--- config.mk ---
export PLATFORM = sky130hd
export DESIGN_NAME = serial_comparator
export DESIGN_NICKNAME = d
export VERILOG_FILES = /design/src/rtl/serial_comparator.sv
export SDC_FILE = /design/constraint.sdc
export NUM_CORES = 1
export LEC_CHECK = 0
export ABC_AREA = 1
export CAP_MARGIN = 0
export CORE_UTILIZATION = 47
export CTS_BUF_LIST = sky130_fd_sc_hd__clkbuf_4
export DETAILED_ROUTE_END_ITERATION = 10
export PLACE_DENSITY = 0.86
export SYNTH_ARGS = -nofsm -noshare
export SYNTH_HDL_FRONTEND = slang
export SYNTH_SLANG_ARGS = --single-unit
--- constraint.sdc ---
create_clock -name clk_i -period 3.6 [get_ports clk_i]
set_clock_uncertainty 0.15 [all_clocks]
set_input_delay 0.9 -clock clk_i [delete_from_list [all_inputs] [get_ports clk_i]]
set_output_delay 0.9 -clock clk_i [all_outputs]
set_load 0.03 [all_outputs]
--- src/rtl/serial_comparator.sv ---
// Chunk-serial magnitude comparator: A/B arrive MSB slice first, verdict is registered.
// Optional macro SERIAL_COMPARATOR_SIGNED_EN selects two's-complement comparison.
module serial_comparator #(
  parameter int WORD_WIDTH  = 32,
  parameter int CHUNK_WIDTH = 8
) (
  input  logic                   clk_i,
  input  logic                   rst_ni,
  input  logic                   clear_i,
  input  logic                   chunk_valid_i,
  output logic                   chunk_ready_o,
  input  logic [CHUNK_WIDTH-1:0] a_chunk_i,
  input  logic [CHUNK_WIDTH-1:0] b_chunk_i,
  output logic                   result_valid_o,
  input  logic                   result_ready_i,
  output logic                   above_o,
  output logic                   below_o
);

  localparam int NUM_CHUNKS = (WORD_WIDTH + CHUNK_WIDTH - 1) / CHUNK_WIDTH;
  localparam int PAD_WIDTH  = NUM_CHUNKS * CHUNK_WIDTH - WORD_WIDTH;
  localparam int CNT_W      = (NUM_CHUNKS > 1) ? $clog2(NUM_CHUNKS) : 1;
  localparam logic [CNT_W-1:0]       LAST_CNT   = CNT_W'(NUM_CHUNKS - 1);
  localparam logic [CHUNK_WIDTH-1:0] BEAT0_MASK = {CHUNK_WIDTH{1'b1}} >> PAD_WIDTH;
`ifdef SERIAL_COMPARATOR_SIGNED_EN
  localparam int SIGN_POS = (WORD_WIDTH - 1) % CHUNK_WIDTH;
`endif

  typedef enum logic {
    ACCUM  = 1'b0,
    RESULT = 1'b1
  } state_e;

  state_e           state_r;
  logic [CNT_W-1:0] cnt_r;
  logic             acc_above_r;
  logic             acc_below_r;

  logic [CHUNK_WIDTH-1:0] a_eff_s;
  logic [CHUNK_WIDTH-1:0] b_eff_s;
  logic                   slice_above_s;
  logic                   slice_below_s;
  logic                   acc_above_nx_s;
  logic                   acc_below_nx_s;
  logic                   beat_fire_s;

  // MSB-priority reduction: scanning upward, each differing bit overrides lower ones.
  function automatic logic [1:0] slice_verdict(input logic [CHUNK_WIDTH-1:0] a,
                                               input logic [CHUNK_WIDTH-1:0] b);
    logic [CHUNK_WIDTH-1:0] pa;
    logic [CHUNK_WIDTH-1:0] pb;
    logic                   above;
    logic                   below;
    pa    = a & ~b;
    pb    = ~a & b;
    above = 1'b0;
    below = 1'b0;
    for (int i = 0; i < CHUNK_WIDTH; i++) begin
      above = pa[i] | (above & ~pb[i]);
      below = pb[i] | (below & ~pa[i]);
    end
    return {above, below};
  endfunction

  // Beat conditioning, slice verdict and next accumulator values.
  always_comb begin
    a_eff_s = a_chunk_i;
    b_eff_s = b_chunk_i;
    if (cnt_r == {CNT_W{1'b0}}) begin
      a_eff_s = a_chunk_i & BEAT0_MASK;
      b_eff_s = b_chunk_i & BEAT0_MASK;
`ifdef SERIAL_COMPARATOR_SIGNED_EN
      // Flipping the sign bit maps two's complement order onto unsigned order.
      a_eff_s[SIGN_POS] = ~a_eff_s[SIGN_POS];
      b_eff_s[SIGN_POS] = ~b_eff_s[SIGN_POS];
`endif
    end else begin
      a_eff_s = a_chunk_i;
      b_eff_s = b_chunk_i;
    end
    {slice_above_s, slice_below_s} = slice_verdict(a_eff_s, b_eff_s);
    acc_above_nx_s = acc_above_r | (slice_above_s & ~acc_below_r);
    acc_below_nx_s = acc_below_r | (slice_below_s & ~acc_above_r);
    beat_fire_s    = chunk_valid_i & chunk_ready_o;
  end

  // Control FSM with registered handshake and verdict outputs.
  always_ff @(posedge clk_i or negedge rst_ni) begin
    if (!rst_ni) begin
      state_r        <= ACCUM;
      cnt_r          <= {CNT_W{1'b0}};
      acc_above_r    <= 1'b0;
      acc_below_r    <= 1'b0;
      chunk_ready_o  <= 1'b1;
      result_valid_o <= 1'b0;
      above_o        <= 1'b0;
      below_o        <= 1'b0;
    end else if (clear_i) begin
      state_r        <= ACCUM;
      cnt_r          <= {CNT_W{1'b0}};
      acc_above_r    <= 1'b0;
      acc_below_r    <= 1'b0;
      chunk_ready_o  <= 1'b1;
      result_valid_o <= 1'b0;
      above_o        <= 1'b0;
      below_o        <= 1'b0;
    end else begin
      case (state_r)
        ACCUM: begin
          if (beat_fire_s) begin
            acc_above_r <= acc_above_nx_s;
            acc_below_r <= acc_below_nx_s;
            if (cnt_r == LAST_CNT) begin
              state_r        <= RESULT;
              cnt_r          <= {CNT_W{1'b0}};
              chunk_ready_o  <= 1'b0;
              result_valid_o <= 1'b1;
              above_o        <= acc_above_nx_s;
              below_o        <= acc_below_nx_s;
            end else begin
              cnt_r <= cnt_r + CNT_W'(1);
            end
          end else begin
            cnt_r <= cnt_r;
          end
        end
        RESULT: begin
          if (result_ready_i) begin
            state_r        <= ACCUM;
            cnt_r          <= {CNT_W{1'b0}};
            acc_above_r    <= 1'b0;
            acc_below_r    <= 1'b0;
            chunk_ready_o  <= 1'b1;
            result_valid_o <= 1'b0;
            above_o        <= 1'b0;
            below_o        <= 1'b0;
          end else begin
            result_valid_o <= 1'b1;
          end
        end
        default: begin
          state_r        <= ACCUM;
          cnt_r          <= {CNT_W{1'b0}};
          acc_above_r    <= 1'b0;
          acc_below_r    <= 1'b0;
          chunk_ready_o  <= 1'b1;
          result_valid_o <= 1'b0;
          above_o        <= 1'b0;
          below_o        <= 1'b0;
        end
      endcase
    end
  end

endmodule

==> results.tsv, run 1 <==
stage	metric	value	unit
floorplan	io pins	25	
cts	clock sinks	9	
power	maximum vdd drop	481.1	uV
sta	setup_tns	0	ns
critical_path	critical path endpoint category	output pin	
critical_path	arrival time reported for the critical path endpoint	1.47	ns
power	part of the power in registers	33.7	%
floorplan	std cell rows	12	
synth	mean area per synthesized cell	6.420	um2
critical_path	Worst Path Buf+Inv	1	
final_layout	antenna fix cells	0	
cts	Clock Tree Root	sky130_fd_sc_hd__clkbuf_4	
critical_path	slowest cell on the critical path	sky130_fd_sc_hd__clkdlybuf4s50_1	
sta	Worst Max-Slew Pin Slew	0.4894	ns
place	half-perimeter wire length after placement	1095	um
sta	final hold vios	0	
critical_path	end point of the critical path	chunk_ready_o	
power	switching portion of total power	42.30	%
final_layout	share of final-layout standard cells stronger than drive strength 1	13.39	%
synth	most frequently used flop master after synthesis	sky130_fd_sc_hd__dfrtp_1	
synth	Synth async-reset ratio	100.0	%
synth	count of flip-flops with a built-in enable after synthesis	0	
global_route	overall overflow remaining after global route	0	
power	leak pwr	0.5105	nW
sta	remaining max-slew budget at the tightest pin	67.17	%
final_layout	summed area of non-filler cells in the final layout	923.4	um2
critical_path	reg-to-reg critical path startpoint	chunk_ready_o$_DFFE_PN1P_	
route	antenna violation net count after detailed routing	0	
synth	top-count cell post-synth	sky130_fd_sc_hd__nand2_1	
synth	Synth cell types	20	
power	power density over cell area	583.4	nW/um2
synth	netlist area before placement	635.6	um2
final_layout	final cell count without fillers	141	
critical_path	nature of the critical path startpoint	flip-flop	
critical_path	Crit path depth	1	
place	routability-driven placement congestion ratio	0.7857	
sta	RSZ-0062 raised after global routing	no	
sta	post-route fraction of the period consumed by the critical path	70.10	%
cts	Max Buffers Root-to-Sink	2	
route	via density per instance	4.780	
critical_path	maximum fanout encountered on the critical timing path	3	
floorplan	initial standard-cell utilization of the core	53.59	%
route	detailed-routing iteration count for the pre-antenna-repair pass	4	
final_layout	area of the multi-input gates	326.6	um2
cts	post-CTS setup buffer count	0	
power	cell internal pwr	0.0003108	W
critical_path	Crit Reg-Reg Endpoint	result_valid_o$_DFFE_PN0P_	
floorplan	die area	1504	um2
critical_path	origin of the worst setup path	chunk_ready_o$_DFFE_PN1P_	
critical_path	critical path class	flip-flop to output pin	
final_layout	Layout Nets	150	
outcome	status	finished, final reports clean	
cts	H-tree depth reported by CTS	1	
cts	number of buffers created by CTS	3	
cts	Clk Latency, worst-skew pair	0.27	ns
synth	Mapped Nets	121	
synth	Syn. warnings	0	
place	post-placement cell count	137	
route	DR DRC count	0	
critical_path	cells along the critical path	clkdlybuf4s50_1	
global_route	largest net degree at the start of global routing	10	
cts	number of hold buffers added after cts	0	
global_route	total global-route track usage	22.44	%
synth	number of instances in the synthesized netlist	99	
synth	cell type contributing the most total cell area after synthesis	sky130_fd_sc_hd__dfrtp_1	
critical_path	register-to-register setup slack	2.07	ns
critical_path	CP required	2.55	ns
cts	post-cts gate resize count	0	
cts	CTS tree	built	
floorplan	die span in x	38.78	um
sta	worst hold slack across all endpoints	0.3337	ns
sta	Max Fclk	396.3	MHz
floorplan	area inside the core boundary	1186	um2
sta	Period minus WS final	2.523	ns
job	Max Cap Viol	0	
min_path	HP Class	flip-flop to flip-flop	
route	drt initial violations	6	
power	switching power of the nets	0.0002278	W
synth	leading cell types by total area after synthesis	sky130_fd_sc_hd__dfrtp_1, sky130_fd_sc_hd__nand2_1, sky130_fd_sc_hd__inv_1	
route	final wirelength	1435	um
cts	clock-pin slew reported for the worst setup and hold paths after clock tree synthesis	0.06	ns
synth	share of the yosys chip area belonging to registers	35.63	%
global_route	first-pass GRT wire length	2263	um
route	Via Count	674	
synth	Synth Register Bits	9	
global_route	number of global-route vias before repair	617	
power	Comb power frac	49.9	%
final_layout	Area Overhead vs Synth	45.28	%
synth	top-area cell type share of the netlist area	31.50	%
floorplan	Die H	38.78	um
place	Setup Slack @ Placement	1.087	ns
sta	Slew Limit Fails	0	
place	dpl cell area	893.4	um2
critical_path	delay contributed by the slowest stage of the critical path	0.67	ns
synth	most frequent cells after synthesis	sky130_fd_sc_hd__nand2_1, sky130_fd_sc_hd__inv_1, sky130_fd_sc_hd__dfrtp_1	
place	count of input and output buffers	24	
critical_path	worst-case reg-to-reg path depth	7	
sta	final setup violation count	0	
critical_path	family of cells with the greatest summed delay on the critical path	buffers and inverters	
global_route	number of antenna violations at the first check in global routing	0	
power	proportion of power drawn by the clock network	16.4	%
route	wire length per cell	10.18	um
sta	Worst Setup Slack, final	1.077	ns
final_layout	Storage cell area	226.5	um2
final_layout	filler cell count in the final layout	93	
area by class of cell:
class / instances / share of cell area [%]
Inverter: 22 / 8.943
Timing Repair Buffer: 24 / 26.02
Multi-Input combinational cell: 68 / 35.37
Sequential cell: 9 / 24.53
Tap cell: 14 / 1.897
Clock buffer: 4 / 3.252
state kept, by name, indices dropped and copies added, names as in the netlist:
register,flops
cnt_r,2
above_o,1
acc_above_r,1
acc_below_r,1
below_o,1
chunk_ready_o,1
result_valid_o,1
state_r,1
worst min-delay path by stage:
stage	start	to	depth (start not counted)
finish	below_o$_DFFE_PN0P_	below_o$_DFFE_PN0P_	2
global route	chunk_ready_o$_DFFE_PN1P_	chunk_ready_o$_DFFE_PN1P_	2
global placement	acc_above_r$_DFFE_PN0P_	acc_above_r$_DFFE_PN0P_	2
detailed placement	below_o$_DFFE_PN0P_	below_o$_DFFE_PN0P_	2
CTS	chunk_ready_o$_DFFE_PN1P_	chunk_ready_o$_DFFE_PN1P_	2
floorplan	acc_above_r$_DFFE_PN0P_	acc_above_r$_DFFE_PN0P_	2
worst reg2reg max path, stage by stage, from the launching register on:
cell and delay [ns]:
sky130_fd_sc_hd__dfstp_2 0.54, sky130_fd_sc_hd__nand2_1 0.08, sky130_fd_sc_hd__nand2_2 0.10, sky130_fd_sc_hd__o21ai_2 0.08
sky130_fd_sc_hd__a31oi_2 0.22, sky130_fd_sc_hd__inv_2 0.09, sky130_fd_sc_hd__nor2_2 0.10, sky130_fd_sc_hd__a21oi_1 0.05
through the flow:
stage	total power (W)	util (%)
after global placement	0.0004422	75.32
after global routing	0.0005732	77.85
after detailed placement	0.0004506	75.32
after floorplan	0.0003513	-
final	0.0005387	77.85
after CTS	0.0005418	77.85
power by group through the flow:
stage               clock network [W]  registers (W)  logic [W]
floorplan                           0       0.000224   0.000127
global placement                    0       0.000181   0.000261
detailed placement                  0       0.000183   0.000268
CTS                         0.0000881       0.000181   0.000272
global route                0.0000933       0.000186   0.000294
finish                      0.0000882       0.000182   0.000269
per-layer routing:
metal,up-vias,wire length (um),global-route usage [%],part of all wire (%)
met4,0,17,10.34,1.2
met5,-,0,0,0
met3,4,73,3.468,5.1
li1,358,-,-,-
met2,20,688,43.75,48
met1,292,656,22.51,46
layout by cell type, fill, tap and decap left out:
cell and instances:
sky130_fd_sc_hd__nand2_1 40, sky130_fd_sc_hd__clkdlybuf4s50_1 24, sky130_fd_sc_hd__inv_1 18, sky130_fd_sc_hd__dfrtp_1 8, sky130_fd_sc_hd__nand3_1 7, sky130_fd_sc_hd__inv_2 4, sky130_fd_sc_hd__nor2_1 4, sky130_fd_sc_hd__clkbuf_4 4
sky130_fd_sc_hd__or2_2 2, sky130_fd_sc_hd__o21ai_0 2, sky130_fd_sc_hd__a21oi_1 2, sky130_fd_sc_hd__o21ai_1 2, sky130_fd_sc_hd__nor2_4 1, sky130_fd_sc_hd__nand2_2 1, sky130_fd_sc_hd__o21ai_2 1, sky130_fd_sc_hd__a31oi_2 1
sky130_fd_sc_hd__nor2_2 1, sky130_fd_sc_hd__or2_1 1, sky130_fd_sc_hd__o31ai_2 1, sky130_fd_sc_hd__o31ai_1 1, sky130_fd_sc_hd__ha_1 1, sky130_fd_sc_hd__dfstp_2 1
logic make-up after synthesis:
logic type,synth area share [%]
AND/OR/NAND/NOR,38.19
buffers and inverters,12.99
AO/OA/AOI/OAI,11.22
flip-flops,35.63
adder cells (fa/ha/maj),1.968
No activity file was read; power rests on OpenSTA's default activity.
==> run 2: changes to the inputs <==
CORE_UTILIZATION = 40   (was 47)
PLACE_DENSITY = 0.77   (was 0.86)
clock period = 2.3 ns   (was 3.6 ns; I/O delays follow)
==> run 2 against run 1 <==
  * Final area is 0.27% higher
  * Worst setup slack worse by 0.97 ns
  * Non-clock buffer count stayed put
  * Sequential share of layout area is 0.066 points lower
  * Critical endpoint unchanged
  * Cell count is 1.4% higher
  * Register-to-register slack worse by 1.3 ns
==> results.tsv, run 2 (synthesized netlist as in run 1, its figures left out) <==
stage	metric	value	unit	change
power	Comb power frac	49.6	%	-0.3 points
floorplan	die area	1752	um2	+17%
floorplan	io pins	25		unchanged
cts	Max Buffers Root-to-Sink	2		unchanged
sta	RSZ-0062 raised after global routing	no		
final_layout	Area Overhead vs Synth	45.67	%	
critical_path	Crit path depth	1		unchanged
sta	post-route fraction of the period consumed by the critical path	95.40	%	
final_layout	antenna fix cells	0		unchanged
cts	number of buffers created by CTS	3		unchanged
global_route	overall overflow remaining after global route	0		unchanged
critical_path	slowest cell on the critical path	sky130_fd_sc_hd__clkdlybuf4s50_1		
global_route	first-pass GRT wire length	2394	um	+5.8%
route	drt initial violations	13		+7
route	via density per instance	4.657		-2.6%
final_layout	final cell count without fillers	143		+1.4%
place	count of input and output buffers	24		unchanged
floorplan	Die H	41.86	um	+8.0%
place	routability-driven placement congestion ratio	0.7372		-6.2%
floorplan	die span in x	41.86	um	+8.0%
power	part of the power in registers	33.9	%	+0.2 points
final_layout	register with the most flip-flops	cnt_r		
sta	Slew Limit Fails	0		unchanged
cts	clock-pin slew reported for the worst setup and hold paths after clock tree synthesis	0.06	ns	about the same
critical_path	CP required	1.57	ns	-0.98 ns
final_layout	share of final-layout standard cells stronger than drive strength 1	13.39	%	unchanged
cts	post-CTS setup buffer count	0		unchanged
critical_path	critical path endpoint category	output pin		
power	maximum vdd drop	628.1	uV	+31%
place	post-placement cell count	139		+1.5%
route	detailed-routing iteration count for the pre-antenna-repair pass	4		unchanged
global_route	number of global-route vias before repair	621		+0.65%
global_route	number of antenna violations at the first check in global routing	0		unchanged
final_layout	filler cell count in the final layout	139		+49%
outcome	status	finished, final reports clean		
route	antenna violation net count after detailed routing	0		unchanged
cts	H-tree depth reported by CTS	1		unchanged
power	power density over cell area	907.6	nW/um2	+56%
critical_path	register-to-register setup slack	0.76	ns	-1.31 ns
cts	number of hold buffers added after cts	0		unchanged
global_route	total global-route track usage	17.52	%	-4.9 points
place	half-perimeter wire length after placement	1106	um	+1.1%
critical_path	reg-to-reg critical path startpoint	chunk_ready_o$_DFFE_PN1P_		
power	switching portion of total power	42.14	%	-0.16 points
critical_path	origin of the worst setup path	chunk_ready_o$_DFFE_PN1P_		
cts	clock sinks	9		unchanged
floorplan	initial standard-cell utilization of the core	42.69	%	-11 points
critical_path	worst-case reg-to-reg path depth	7		unchanged
final_layout	most used cells in the layout excluding fill and tap cells	sky130_fd_sc_hd__nand2_1, sky130_fd_sc_hd__clkdlybuf4s50_1, sky130_fd_sc_hd__inv_1		
global_route	largest net degree at the start of global routing	10		unchanged
cts	Clk Latency, worst-skew pair	0.27	ns	about the same
floorplan	area inside the core boundary	1489	um2	+26%
critical_path	family of cells with the greatest summed delay on the critical path	buffers and inverters		
critical_path	Worst Path Buf+Inv	1		unchanged
sta	remaining max-slew budget at the tightest pin	67.34	%	+0.16 points
critical_path	Crit Reg-Reg Endpoint	result_valid_o$_DFFE_PN0P_		
cts	post-cts gate resize count	0		unchanged
sta	final hold vios	0		unchanged
critical_path	nature of the critical path startpoint	flip-flop		
cts	CTS tree	built		
route	Via Count	666		-1.2%
cts	Clock Tree Root	sky130_fd_sc_hd__clkbuf_4		
critical_path	arrival time reported for the critical path endpoint	1.47	ns	about the same
floorplan	std cell rows	14		+2
sta	final setup violation count	0		unchanged
sta	setup_tns	0	ns	unchanged
power	switching power of the nets	0.0003541	W	+55%
route	DR DRC count	0		unchanged
job	Max Cap Viol	0		unchanged
critical_path	critical path class	flip-flop to output pin		
sta	Max Fclk	455.7	MHz	
route	wire length per cell	9.517	um	-6.5%
critical_path	cells along the critical path	clkdlybuf4s50_1		
power	proportion of power drawn by the clock network	16.5	%	about the same
power	cell internal pwr	0.0004863	W	+56%
route	final wirelength	1361	um	-5.2%
final_layout	most common cell after layout, fill and taps aside	sky130_fd_sc_hd__nand2_1		
critical_path	delay contributed by the slowest stage of the critical path	0.66	ns	about the same
critical_path	maximum fanout encountered on the critical timing path	3		unchanged
critical_path	end point of the critical path	chunk_ready_o		
final_layout	number of flip-flops in the largest register	2		unchanged
sta	Period minus WS final	2.194	ns	
sta	Worst Max-Slew Pin Slew	0.4870	ns	-0.002411 ns
power	total power	0.0008404	W	+56%
min_path	HP Class	flip-flop to flip-flop		
power	leak pwr	0.5105	nW	unchanged
final_layout	Layout Nets	150		unchanged
[run 2: cell counts in the layout (fill, tap and decap cells not counted)]
No cell type changed its count.
[run 2: worst min-delay path by stage]
stage / to / from / slack (ns) / cells after the start
floorplan: above_o$_DFFE_PN0P_ / rst_ni / 0.13 / 0
CTS: chunk_ready_o$_DFFE_PN1P_ / chunk_ready_o$_DFFE_PN1P_ / 0.33 / 2
detailed placement: acc_above_r$_DFFE_PN0P_ / acc_above_r$_DFFE_PN0P_ / 0.32 / 2
finish: chunk_ready_o$_DFFE_PN1P_ / chunk_ready_o$_DFFE_PN1P_ / 0.33 / 2
global placement: acc_above_r$_DFFE_PN0P_ / acc_above_r$_DFFE_PN0P_ / 0.31 / 2
global route: acc_above_r$_DFFE_PN0P_ / acc_above_r$_DFFE_PN0P_ / 0.36 / 2
[run 2: routing by layer]
metal / routed length (um) / global-route usage [%] / vias to the layer above
met3: 83 / 2.609 / 4
met4: 27 / 7.742 / 0
met1: 585 / 20.50 / 286
met5: 0 / 0 / -
met2: 665 / 31.25 / 22
li1: - / - / 354
[run 2: final cells by class]
class                   instances  area (um2)  share of cell area (%)
inverters                      22       82.58                   8.919
clock buffers                   4       30.03                   3.243
multi-input cells              68       326.6                   35.27
flip-flops and latches          9       226.5                   24.46
well taps                      16       20.02                   2.162
repair buffers                 24       240.2                   25.95
[run 2: power groups by stage]
stage / registers, W / clock network, W / logic, W
2_1_floorplan: 0.000351 / 0 / 0.000199
4_1_cts: 0.000285 / 0.000138 / 0.000421
5_1_grt: 0.000295 / 0.000148 / 0.000457
3_5_place_dp: 0.000287 / 0 / 0.000419
6_report: 0.000285 / 0.000139 / 0.000417
3_3_place_gp: 0.000282 / 0 / 0.000410
[run 2: metrics by stage]
| step | cell area, um2 | setup WS (ns) | hold WS (ns) | util, % |
|---|---|---|---|---|
| 2_1_floorplan | 635.6 | 0.6908 | 0.1294 | - |
| 3_3_place_gp | 895.9 | 0.1655 | 0.3147 | 60.17 |
| 3_5_place_dp | 895.9 | 0.1259 | 0.3228 | 60.17 |
| 4_1_cts | 925.9 | 0.1057 | 0.3337 | 62.18 |
| 5_1_grt | 925.9 | 0.07264 | 0.3563 | 62.18 |
| 6_report | 925.9 | 0.1058 | 0.3342 | 62.18 |
==> run 3: changes to the inputs <==
HOLD_SLACK_MARGIN = 0.12   (was default)
clock period = 1.86 ns   (was 2.3 ns; I/O delays follow)
==> run 3 against run 2 <==
  * Cell count up 5.6%
  * Count of clock-buffer cells in the layout unchanged
  * Flip-flop and latch count unchanged
  * Non-clock buffer count up 8
  * Sequential share of layout area down 1.8 points
  * First-iteration DRC count down 77%
  * Worst hold slack worse by 0.0030 ns
  * Die area unchanged
  * Worst setup slack worse by 0.055 ns
  * Combinational power up 39%
  * Final area up 7.8%
  * Sequential power up 22%
==> results.tsv, run 3 (synthesized netlist as in run 1, its figures left out) <==
stage	metric	value	unit	change
outcome	status	finished, final reports clean		
cts	Clk Latency, worst-skew pair	0.26	ns	about the same
route	DR DRC count	0		unchanged
place	routability-driven placement congestion ratio	0.7384		+0.16%
place	dpl cell area	955.9	um2	+6.7%
global_route	grt met3 use	2.609	%	unchanged
final_layout	Area Overhead vs Synth	57.09	%	
critical_path	Crit Reg-Reg Endpoint	result_valid_o$_DFFE_PN0P_		
global_route	busiest layer in global routing	met2		
floorplan	io pins	25		unchanged
critical_path	arrival time reported for the critical path endpoint	1.19	ns	-0.28 ns
route	detailed-routing iteration count for the pre-antenna-repair pass	3		-1
floorplan	Die H	41.86	um	unchanged
critical_path	cells along the critical path	dlygate4sd2_1		
route	drt initial violations	3		-10
min_path	HP Class	flip-flop to flip-flop		
power	maximum vdd drop	880.2	uV	+40%
cts	post-CTS setup buffer count	0		unchanged
place	Setup Slack @ Placement	-0.2028	ns	-0.3286 ns
global_route	largest net degree at the start of global routing	10		unchanged
sta	Worst Max-Slew Pin Slew	0.4053	ns	-0.08171 ns
final_layout	share of final-layout standard cells stronger than drive strength 1	21.48	%	+8.1 points
final_layout	antenna fix cells	0		unchanged
critical_path	worst-case reg-to-reg path depth	7		unchanged
route	Via Count	684		+2.7%
place	count of input and output buffers	24		unchanged
final_layout	Layout Nets	158		+5.3%
final_layout	number of flip-flops in the largest register	2		unchanged
route	antenna violation net count after detailed routing	0		unchanged
final_layout	most used cells in the layout excluding fill and tap cells	sky130_fd_sc_hd__nand2_1, sky130_fd_sc_hd__clkdlybuf4s50_1, sky130_fd_sc_hd__inv_1		
critical_path	CP required	1.24	ns	-0.33 ns
route	via density per instance	4.530		-2.7%
critical_path	nature of the critical path startpoint	flip-flop		
critical_path	Crit path depth	1		unchanged
critical_path	family of cells with the greatest summed delay on the critical path	flip-flops		
cts	Clock Tree Root	sky130_fd_sc_hd__clkbuf_4		
place	half-perimeter wire length after placement	1025	um	-7.4%
critical_path	Worst Path Buf+Inv	1		unchanged
cts	clock-pin slew reported for the worst setup and hold paths after clock tree synthesis	0.07	ns	about the same
cts	number of hold buffers added after cts	0		unchanged
route	final wirelength	1266	um	-7.0%
sta	final hold vios	0		unchanged
cts	Max Buffers Root-to-Sink	2		unchanged
final_layout	summed area of non-filler cells in the final layout	998.5	um2	+7.8%
sta	RSZ-0062 raised after global routing	no		
global_route	met1 capacity usage during global routing	20.99	%	+0.50 points
sta	Period minus WS final	1.809	ns	
route	wire length per cell	8.384	um	-12%
critical_path	critical path endpoint category	output pin		
floorplan	initial standard-cell utilization of the core	42.69	%	unchanged
critical_path	end point of the critical path	chunk_ready_o		
sta	Slew Limit Fails	0		unchanged
job	Max Cap Viol	0		unchanged
min_path	Hold Path Stages	2		unchanged
sta	post-route fraction of the period consumed by the critical path	97.25	%	
power	power density over cell area	1094	nW/um2	+21%
sta	Max Fclk	552.8	MHz	
floorplan	area inside the core boundary	1489	um2	unchanged
global_route	number of antenna violations at the first check in global routing	0		unchanged
critical_path	maximum fanout encountered on the critical timing path	3		unchanged
global_route	total global-route track usage	16.41	%	-1.1 points
global_route	routing usage on met2	27.81	%	-3.4 points
critical_path	critical path class	flip-flop to output pin		
power	leak pwr	0.5783	nW	+13%
floorplan	die area	1752	um2	unchanged
floorplan	die span in x	41.86	um	unchanged
critical_path	delay contributed by the slowest stage of the critical path	0.54	ns	-0.12 ns
critical_path	register-to-register setup slack	0.40	ns	-0.36 ns
sta	Worst Setup Slack, final	0.05112	ns	-0.05468 ns
cts	H-tree depth reported by CTS	1		unchanged
global_route	number of global-route vias before repair	626		+0.81%
critical_path	origin of the worst setup path	chunk_ready_o$_DFFE_PN1P_		
cts	number of buffers created by CTS	3		unchanged
global_route	first-pass GRT wire length	2283	um	-4.6%
sta	remaining max-slew budget at the tightest pin	72.89	%	+5.6 points
cts	clock sinks	9		unchanged
floorplan	std cell rows	14		unchanged
sta	final setup violation count	0		unchanged
critical_path	slowest cell on the critical path	sky130_fd_sc_hd__dfstp_2		
critical_path	reg-to-reg critical path startpoint	chunk_ready_o$_DFFE_PN1P_		
final_layout	register with the most flip-flops	cnt_r		
final_layout	most common cell after layout, fill and taps aside	sky130_fd_sc_hd__nand2_1		
cts	CTS tree	built		
global_route	overall overflow remaining after global route	0		unchanged
==> run 3: cell types whose count changed in the layout (fill, tap and decap cells not counted), moves of 2 or more <==
cell,change
sky130_fd_sc_hd__dlygate4sd2_1,+4
sky130_fd_sc_hd__nand3_1,-2
sky130_fd_sc_hd__nand3_2,+2
sky130_fd_sc_hd__clkdlybuf4s50_1,-6
sky130_fd_sc_hd__dlymetal6s2s_1,+2
sky130_fd_sc_hd__buf_4,+8
==> run 3: cell type report <==
| class | count | area, um2 |
|---|---|---|
| Fill cell | 128 | 490.5 |
| Clock buffer | 4 | 30.03 |
| Inverter | 22 | 82.58 |
| Tap cell | 16 | 20.02 |
| Timing Repair Buffer | 32 | 300.3 |
| Sequential cell | 9 | 226.5 |
| Multi-Input combinational cell | 68 | 339.1 |
==> run 3: layer usage <==
layer,routed length (um),vias up
met5,0,-
met2,576,16
met4,8,0
met3,80,2
li1,-,372
met1,601,294
==> run 3: what timing repair did <==
action | 4_1_cts | 5_1_grt
resized for setup | 4 | 6
setup endpoints to repair | 4 | 2
pin swaps | 0 | 3
gates cloned | 0 | 0
==> run 3: report_power, final <==
| part | leakage [nW] | switching, W | internal [W] | total (W) |
|---|---|---|---|---|
| Combinational | 0.445 | 0.000322 | 0.000257 | 0.000579 |
| Sequential | 0.115 | 0.0000585 | 0.000289 | 0.000348 |
| Clock | 0.0184 | 0.0000685 | 0.0000972 | 0.000166 |
==> run 3: worst min-delay path by stage <==
stage | startpoint | to | slack (ns)
after CTS | below_o$_DFFE_PN0P_ | below_o$_DFFE_PN0P_ | 0.33
after global placement | acc_above_r$_DFFE_PN0P_ | acc_above_r$_DFFE_PN0P_ | 0.32
final | below_o$_DFFE_PN0P_ | below_o$_DFFE_PN0P_ | 0.33
after detailed placement | acc_above_r$_DFFE_PN0P_ | acc_above_r$_DFFE_PN0P_ | 0.32
after global routing | below_o$_DFFE_PN0P_ | below_o$_DFFE_PN0P_ | 0.36
after floorplan | rst_ni | above_o$_DFFE_PN0P_ | 0.02
==> run 3: per-stage QoR <==
stage	utilization [%]	setup TNS (ns)	hold WS, ns	std cells	total power [W]
after floorplan	-	0	0.01941	99	0.0006800
after global placement	64.20	-0.5590	0.3178	147	0.0009393
after detailed placement	64.20	-0.7757	0.3190	147	0.0009485
after CTS	65.88	0	0.3324	151	0.001083
after global routing	67.06	0	0.3576	151	0.001182
final	67.06	0	0.3312	151	0.001092
==> run 3: worst reg2reg max path, cell delays in order (launching register included) <==
cell and delay (ns):
sky130_fd_sc_hd__dfstp_2 0.54, sky130_fd_sc_hd__nand2_1 0.08, sky130_fd_sc_hd__nand2_2 0.10, sky130_fd_sc_hd__o21ai_2 0.07, sky130_fd_sc_hd__a31oi_2 0.18, sky130_fd_sc_hd__inv_2 0.09
sky130_fd_sc_hd__nor2_2 0.10, sky130_fd_sc_hd__a21oi_1 0.05
